**src/rtl/instruction_queue.sv**
```systemverilog
// Circular instruction queue with head read-out, sticky overflow on dropped loads,
// and flush for branch redirects. Entry storage is never cleared, only pointers/flags.
module instruction_queue #(
  parameter int WIDTH = 16,
  parameter int DEPTH = 4
) (
  input  logic                       clk,
  input  logic                       reset_n,
  input  logic [WIDTH-1:0]           in,
  input  logic                       load,
  input  logic                       advance,
  input  logic                       flush,
  output logic [WIDTH-1:0]           out,
  output logic                       out_valid,
  output logic                       full,
  output logic [$clog2(DEPTH):0]     count,
  output logic                       overflow
);

  localparam int PW = $clog2(DEPTH);
  localparam int CW = PW + 1;

  logic [WIDTH-1:0] r_mem [DEPTH];
  logic [PW-1:0]    r_rd;
  logic [PW-1:0]    r_wr;
  logic [CW-1:0]    r_count;
  logic             r_overflow;

  logic w_valid;
  logic w_full;
  logic w_adv_ok;
  logic w_load_ok;
  logic w_drop;

  assign w_valid   = (r_count != '0);
  assign w_full    = (r_count == CW'(DEPTH));
  assign w_adv_ok  = advance && w_valid;
  // A full queue still takes a load when the head leaves in the same cycle.
  assign w_load_ok = load && (!w_full || w_adv_ok);
  assign w_drop    = load && !w_load_ok;

  always_ff @(posedge clk) begin
    if (!reset_n) begin
      r_rd       <= '0;
      r_wr       <= '0;
      r_count    <= '0;
      r_overflow <= 1'b0;
    end else if (flush) begin
      r_rd       <= '0;
      r_wr       <= '0;
      r_count    <= '0;
      r_overflow <= 1'b0;
    end else begin
      if (w_adv_ok)  r_rd <= r_rd + PW'(1);
      if (w_load_ok) r_wr <= r_wr + PW'(1);
      r_count <= r_count + CW'(w_load_ok) - CW'(w_adv_ok);
      if (w_drop) r_overflow <= 1'b1;
    end
  end

  always_ff @(posedge clk) begin
    if (reset_n && !flush && w_load_ok) r_mem[r_wr] <= in;
  end

  assign out       = w_valid ? r_mem[r_rd] : '0;
  assign out_valid = w_valid;
  assign full      = w_full;
  assign count     = r_count;
  assign overflow  = r_overflow;

endmodule

```
**config.mk**
```make
export PLATFORM = sky130hd
export DESIGN_NAME = instruction_queue
export DESIGN_NICKNAME = d
export VERILOG_FILES = /design/src/rtl/instruction_queue.sv
export SDC_FILE = /design/constraint.sdc
export NUM_CORES = 1
export LEC_CHECK = 0
export ABC_AREA = 0
export CAP_MARGIN = 20
export CORE_MARGIN = 3
export CORE_UTILIZATION = 55
export CTS_CLUSTER_DIAMETER = 40
export DETAILED_ROUTE_END_ITERATION = 10
export GPL_ROUTABILITY_DRIVEN = 0
export PLACE_DENSITY = 0.77
export SLEW_MARGIN = 10
export SYNTH_ARGS = -nofsm -noshare
export SYNTH_HDL_FRONTEND = slang
export SYNTH_SLANG_ARGS = --single-unit
```
**constraint.sdc**
```tcl
create_clock -name clk -period 6.1 [get_ports clk]
set_input_delay 1.22 -clock clk [delete_from_list [all_inputs] [get_ports clk]]
set_output_delay 1.22 -clock clk [all_outputs]
set_load 0.05 [all_outputs]
```
# ---- Yosys cells after proc, flatten, opt, wreduce, memory -nomap -nowiden
# Memory sizes are Yosys's and may differ from the RTL's. A register that Yosys moved wholly into a read port is not among the register bits.
# Index checks and enable logic that the tools add are counted.
dict set report op_classes {
  add_sub_neg 4
  eq_ne 1
  n_mux 5
  n_bitwise 1
  n_reduce_logical 11
}
# op n
set ops {}
lappend ops {{$mux W16} 1}
lappend ops {{$logic_and A1 B1 Y1} 5}
lappend ops {{$add A2 B1 Y2 const B} 2}
lappend ops {{$mux W2} 2}
lappend ops {{$add A3 B1 Y3} 1}
lappend ops {{$eq A3 B3 Y1 const B} 1}
lappend ops {{$logic_not A1 Y1} 3}
lappend ops {{$reduce_bool A3 Y1} 1}
lappend ops {{$sub A3 B1 Y3} 1}
lappend ops {{$mux W1} 2}
lappend ops {{$reduce_or A2 Y1} 1}
lappend ops {{$logic_or A1 B1 Y1} 1}
lappend ops {{$not A1 Y1} 1}
dict set report word_totals {
  regBits 8
  ram_bits 64
  inputBits 21
  word_cells 27
  n_memories 1
}
# memory words width rd rd_ports_with_merged_regs wr line_no
set memory_table {}
lappend memory_table {r_mem 4 16 1 1 1 23} ;# logic [WIDTH-1:0] r_mem [DEPTH];

# ---- Logic depth before layout (Yosys ltp)
dict set report depth {
  word_depth 7
  depth_mapped 9
}

# ---- Worst setup path after synthesis
# Ideal clock, no wire load.
dict set report synth_timing {
  path_type {register -> output}
  start {register r_count[2] (netlist: count[2])}
  end {output port full}
  arrival_time_ns 2.021
  t_required_ns 4.880
  setup_slack_ns 2.859
  path_stages_with_launch 2
  n_path_buf 0
  path_cell_list {dfxtp_1 -> nor3b_1}
}
dict set report synth_between {
  elab_chain_cells 1
}
# element line_no
set synth_rtl {}
lappend synth_rtl {{from (decl)} 26} ;# logic [CW-1:0] r_count;
lappend synth_rtl {{from (signal assigned)} 56} ;# r_count <= r_count + CW'(w_load_ok) - CW'(w_adv_ok);
lappend synth_rtl {{$eq A3 B3 Y1} 36} ;# assign w_full = (r_count == CW'(DEPTH));
lappend synth_rtl {{to (decl)} 15} ;# output logic full,
# No other way between the ends.

==> reports/qor.txt <==
Residual DRC: 0
All-layer global routing usage: 19.0%
RSZ-0062 raised after global routing: no
Max Clock Freq: 0.243 GHz
Syn nets: 186
Crit path capture: out[2]
Worst Tran Pin Value: 986 ps
Ys Warns: 0
Post-synthesis cell type count: 31
Arrival time at the worst endpoint: 2890 ps
CP max FO: 16
Iteration count of the initial detailed-routing pass: 4
# hold bufs at CTS: 0
DRT Wirelength: 5300 microns
Worst Setup End Kind: primary output
Initial antenna violation count: 0
Combinational share of power: 10.8%
Clock Power Share: 34.8%
Vias per std cell: 5.46
# diodes: 0
Psw: 0.245 mW
Die width: 79.9 microns
FF-to-FF Start: count[1]$_SDFF_PP0_
Final period utilization: 67.3%
Clock period minus worst slack: 4110 ps
H-tree depth: 3
MaxCap Viol Count: 0
Max-slew headroom: 34.0%
Cell Int Power: 0.786 mW
Setup CP Type: reg2out
Postcts setup bufs: 0
Fill count: 369
CTS Root Cell: clkbuf_8
Final WS setup: 1990 ps
Largest net degree at the start of global routing: 20
Setup_tns: 0 ps
Starting Density: 57.7%
Placed cells: 265
Share of the synthesized area in the top cell type: 64.0%
First-pass GRT wire length: 8510 microns
Dominant synthesized flop cell: edfxtp_1
Register bit count reported by yosys: 74
DR vias: 1533
Clk slew on worst S/H paths: 70 ps
EDFF count, synth: 64
Worst flop-to-flop path endpoint: count[2]$_SDFF_PP0_
Fin. max-slew vios: 0
Dpl ws: 2280 ps
Drt wl/cell: 18.9 microns
CTS Sinks: 74
FFs w/ async S/R, synth: 0%
Leakage dissipation: 1.21 nW
Grt ovf: 0
Fin nets: 233
Max rail drop VDD: 0.000224 V
Fin cells: 281
Post-DP HPWL: 3440 microns
HP Class: reg2reg
CTS tree: done
Post_cts resized: 0
Critical path launch point type: flop
R2R cell count: 9
CTS buffer count: 9
Die Ht: 79.9 microns
Post-synthesis area per instance: 18.9 sq um
Pwr Total: 1.03 mW
Post-Syn Instances: 159
Final setup violation count: 0
Clock latency on the worst-skew pair: 340 ps
Sequential cell area: 2120 sq um
Status: finished, final reports clean
ANT nets after route: 0
Ports: 43
Hold Fails Final Rpt: 0
Clock Path Buffers: 2
Area contributors post-synth: edfxtp_1 64%, mux4_2 7.5%, dfxtp_1 6.7%
Multi-input logic area: 807 sq um
Layout area overhead: 21.4%
Cell taking the most area after synthesis: edfxtp_1
Placeable Area: 5200 sq um
Cell area after synthesis: 3000 sq um
Data required, critical path: 4880 ps
Die Footprint: 6380 sq um
Final Skew: 7.50 ps
Setup slack, reg-to-reg: 3900 ps
Sequential share of the synthesized area: 70.7%
Vias in the first global route: 1639
Sequential share of power: 54.5%
IO buf count: 42
Layout cells sized above 1: 14.2%
Pwr Density: 283 nW/um^2
Switching portion of total power: 23.8%
DRT iter0 DRCs: 132
# rows: 26
-- registers in the layout (all words and copies together), names as in the netlist, named ones only --
name	count
count	3
overflow	1
r_mem	64
r_wr	2
r_rd	2
-- power by group through the flow --
stage | Sequential [mW] | Combinational (mW) | Clock, mW
2_1_floorplan | 0.574 | 0.0661 | 0
3_5_place_dp | 0.573 | 0.111 | 0
3_3_place_gp | 0.572 | 0.108 | 0
6_report | 0.562 | 0.111 | 0.359
5_1_grt | 0.563 | 0.117 | 0.392
4_1_cts | 0.562 | 0.112 | 0.365
-- critical path, stage by stage, from the launching register on --
cell and delay [ps]:
dfxtp_1 970, mux4_1 660, nor2b_1 160, clkdlybuf4s50_1 750
-- per-stage QoR --
stage | area (sq um) | hold WS, ps | util (%)
finish | 3640 | 494 | 70.0
floorplan | 3000 | 459 | -
CTS | 3640 | 496 | 70.0
global route | 3640 | 534 | 70.0
detailed placement | 3460 | 480 | 66.5
global placement | 3460 | 454 | 66.5
-- cells in the mapped netlist (2+ instances only) --
| master | count |
|---|---|
| ha_1 | 5 |
| o21ai_0 | 3 |
| edfxtp_1 | 64 |
| nor2_1 | 7 |
| inv_1 | 6 |
| xor2_1 | 2 |
| a21oi_1 | 3 |
| and3_1 | 4 |
| buf_2 | 3 |
| mux4_2 | 10 |
| nand3_1 | 2 |
| dfxtp_1 | 10 |
| mux4_1 | 6 |
| nor2b_1 | 14 |
| and2_1 | 2 |
| nor2b_4 | 3 |
-- worst min path at each step --
stage | start | end | slack (ps) | depth (start not counted)
floorplan | r_rd[1]$_SDFFE_PP0N_ | flop | 460 | 2
global placement | overflow$_SDFFE_PP0P_ | overflow$_SDFFE_PP0P_ | 450 | 2
detailed placement | overflow$_SDFFE_PP0P_ | overflow$_SDFFE_PP0P_ | 480 | 2
CTS | overflow$_SDFFE_PP0P_ | overflow$_SDFFE_PP0P_ | 500 | 2
global route | r_rd[1]$_SDFFE_PP0N_ | r_rd[1]$_SDFFE_PP0N_ | 530 | 2
finish | overflow$_SDFFE_PP0P_ | overflow$_SDFFE_PP0P_ | 490 | 2
-- layer usage --
layer	global-route usage (%)	routed length [microns]	vias up
met5	0	0	-
met4	7.60	97	0
met3	5.19	268	9
met2	32.1	2780	52
li1	-	-	712
met1	23.2	2150	760
-- cell type report --
type	instances	area share (%)
flip-flops and latches	74	58.2
multi-input cells	73	22.1
repair buffers	42	11.5
clock buffers	10	3.50
well taps	70	2.40
clock inverters	6	1.58
inverters	6	0.618
-- layout by cell type (no fill, tap or decap), types with 2 or more instances in the layout --
| cell | Yosys | final |
|---|---|---|
| dfxtp_1 | 10 | 10 |
| and3_1 | 4 | 4 |
| and2_1 | 2 | 2 |
| o21ai_0 | 3 | 3 |
| mux4_2 | 10 | 10 |
| nand3_1 | 2 | 2 |
| clkinv_2 | 0 | 4 |
| edfxtp_1 | 64 | 64 |
| clkbuf_8 | 0 | 9 |
| nor2b_4 | 3 | 3 |
| clkdlybuf4s50_1 | 0 | 42 |
| mux4_1 | 6 | 6 |
| inv_1 | 6 | 6 |
| nor2_1 | 7 | 7 |
| a21oi_1 | 3 | 3 |
| nor2b_1 | 14 | 14 |
| ha_1 | 5 | 5 |
| xor2_1 | 2 | 2 |
-- logic make-up after synthesis --
logic type,share of synthesized area (%)
adder cells (fa/ha/maj),2.75
flip-flops,70.7
XOR/XNOR,0.584
AO/OA/AOI/OAI,1.71
buffers and inverters,2.42
multiplexers,12.8
AND/OR/NAND/NOR,9.09
Note: power is estimated with default switching activity, not from simulation.
==> RTL edit: new RTL, same flow settings <==
`WIDTH`: 16 -> 20.
--- a/src/rtl/instruction_queue.sv
+++ b/src/rtl/instruction_queue.sv
@@ -3,3 +3,3 @@
 module instruction_queue #(
-  parameter int WIDTH = 16,
+  parameter int WIDTH = 20,
   parameter int DEPTH = 4
Interface: changed (resized in and out); port bits go from 43 to 51. The function was not compared with the original's and may differ.
==> RTL edit against the original RTL <==
Power increased by 15%; area after synthesis rose by 18%; critical path type unchanged; sequential cell count grew 16; wire length increased by 7.9%; cell area rose by 18%; critical path depth grew 1; synthesized cell count up 16%; setup slack better by 0.13 ns.
==> RTL edit: results (changes against the original RTL) <==
* Status: finished clean
* Drt initial violations at 67 (-49%)
* Register bit total from synthesis at 90 (+22%)
* DP HPWL at 3680 um (+7.1%)
* EDFF count, synth at 80 (+25%)
* Setup Fix Bufs, Post-CTS at 0 (unchanged)
* Largest net degree at the start of global routing at 24 (+20%)
* Crit path to: out[0]
* DRT Pass-1 Iters at 4 (unchanged)
* Via density per instance at 5.47 (+0.19%)
* Post-synthesis mux area share at 12.7% (-0.048 points)
* Mapped Nets at 215 (+16%)
* Leakage power at 1.38 nW (+14%)
* DRT Wirelength at 5720 um (+7.9%)
* Register-to-Register Setup Slack at 3.85 ns (-0.05 ns)
* Max FFs per register at 80 (+25%)
* F_max at 251 MHz (+3.2%)
* Largest stage delay, worst path at 0.75 ns (-0.22 ns)
* Post-synthesis compound-gate area fraction at 1.59% (-0.12 points)
* Antenna Cells at 0 (unchanged)
* Max IR drop VDD at 0.000199 V (-11%)
* WP data arrival at 2.76 ns (-0.13 ns)
* CTS resizes at 0 (unchanged)
* Synth area leaders: edfxtp_1, mux4_2, dfxtp_1, nor2b_1, ha_1
* I/O Buffers at 50 (+19%)
* Xor/xnor share of the synthesized area at 0.494% (-0.089 points)
* Max-slew headroom at 28.6% (-5.5 points)
* Mapped Cells at 184 (+16%)
* RR Endpoint: r_mem[3][1]
* Share of post-route cells with drive strength above 1 at 15.1% (+0.88 points)
* Routed wire per std cell at 17.9 um (-5.3%)
* Most frequent cells after synthesis: edfxtp_1, nor2b_1, mux4_2
* Post-synthesis sequential area ratio at 73.4% (+2.7 points)
* Clock Skew at 0.00702 ns (-0.000478 ns)
* Fillers at 399 (+8.1%)
* First-pass GRT wire length at 9340 um (+9.8%)
* NumNets Final at 271 (+16%)
* Clk buf depth at 2 (unchanged)
* Post-DP Area at 0.00411 sq mm (+19%)
* Worst r2r path cells at 3 (-6)
* Adder-Cell Fraction of Synth Area at 2.33% (-0.42 points)
* Synth cell types at 30 (-3.2%)
* Gr usage total at 17.3% (-1.7 points)
* Power per Cell Area at 276 mW/mm^2 (-2.5%)
* Fin. max-slew vios at 0 (unchanged)
* Placed Cells incl. Taps at 303 (+14%)
* Vias in the first global route at 1,836 (+12%)
* Slowest-stage cell, CP: clkdlybuf4s50_1
* Place WS at 2.46 ns (+0.178 ns)
* CTS buffer count at 9 (unchanged)
* CP Max Fanout at 14 (-2)
RTL edit: cell types whose count changed after synthesis, sizes merged:
cell,change
mux4,+4
clkbuf,+2
edfxtp,+16
buf,-1
nor2b,+4
RTL edit: through the flow:
stage | utilization, % | hold slack (ns)
floorplan | - | 0.459
global placement | 67.4 | 0.459
detailed placement | 67.4 | 0.463
CTS | 70.4 | 0.481
global route | 70.6 | 0.515
finish | 70.6 | 0.480
RTL edit: power by group:
part / switching (mW) / internal (mW)
registers: 0.00556 / 0.677
logic: 0.0771 / 0.0513
clock network: 0.187 / 0.190
total: 0.270 / 0.918
RTL edit: worst min-delay path by stage:
stage	from	endpoint	slack, ns	depth (start not counted)
after floorplan	r_rd[1]	flip-flop	0.46	2
after global placement	overflow	overflow	0.46	2
after detailed placement	overflow	overflow	0.46	2
after CTS	overflow	overflow	0.48	2
after global routing	overflow	overflow	0.51	2
final	overflow	overflow	0.48	2
RTL edit: kinds of logic after synthesis:
logic type | count (synthesis)
compound gates | 9
simple gates | 44
fa+ha+maj | 6
buf+inv | 13
mux | 20
flops | 90
xor+xnor | 2
RTL edit: layout make-up:
class,count,area [sq um],share of cell area (%)
multi-input combinational,81,882,20.5
timing repair buffer,52,523,12.1
clock buffer,13,139,3.23
inverter,6,22.5,0.523
tap,75,93.8,2.18
clock inverter,3,42.5,0.988
sequential,90,2600,60.4
RTL edit: critical path: cells and delay by family, from the launching register on:
kind,cells,cell delay [ns]
buffers and inverters,2,1.12
DFF,1,0.58
muxes,1,0.55
and+or+nand+nor,1,0.15
RTL edit: per-layer routing:
layer	part of all wire [%]	global-route usage (%)	vias to the layer above
met3	3.5	4.09	7
met2	51	27.5	31
li1	-	-	829
met5	0	0	-
met1	44	22.5	882
met4	1.4	8.92	0
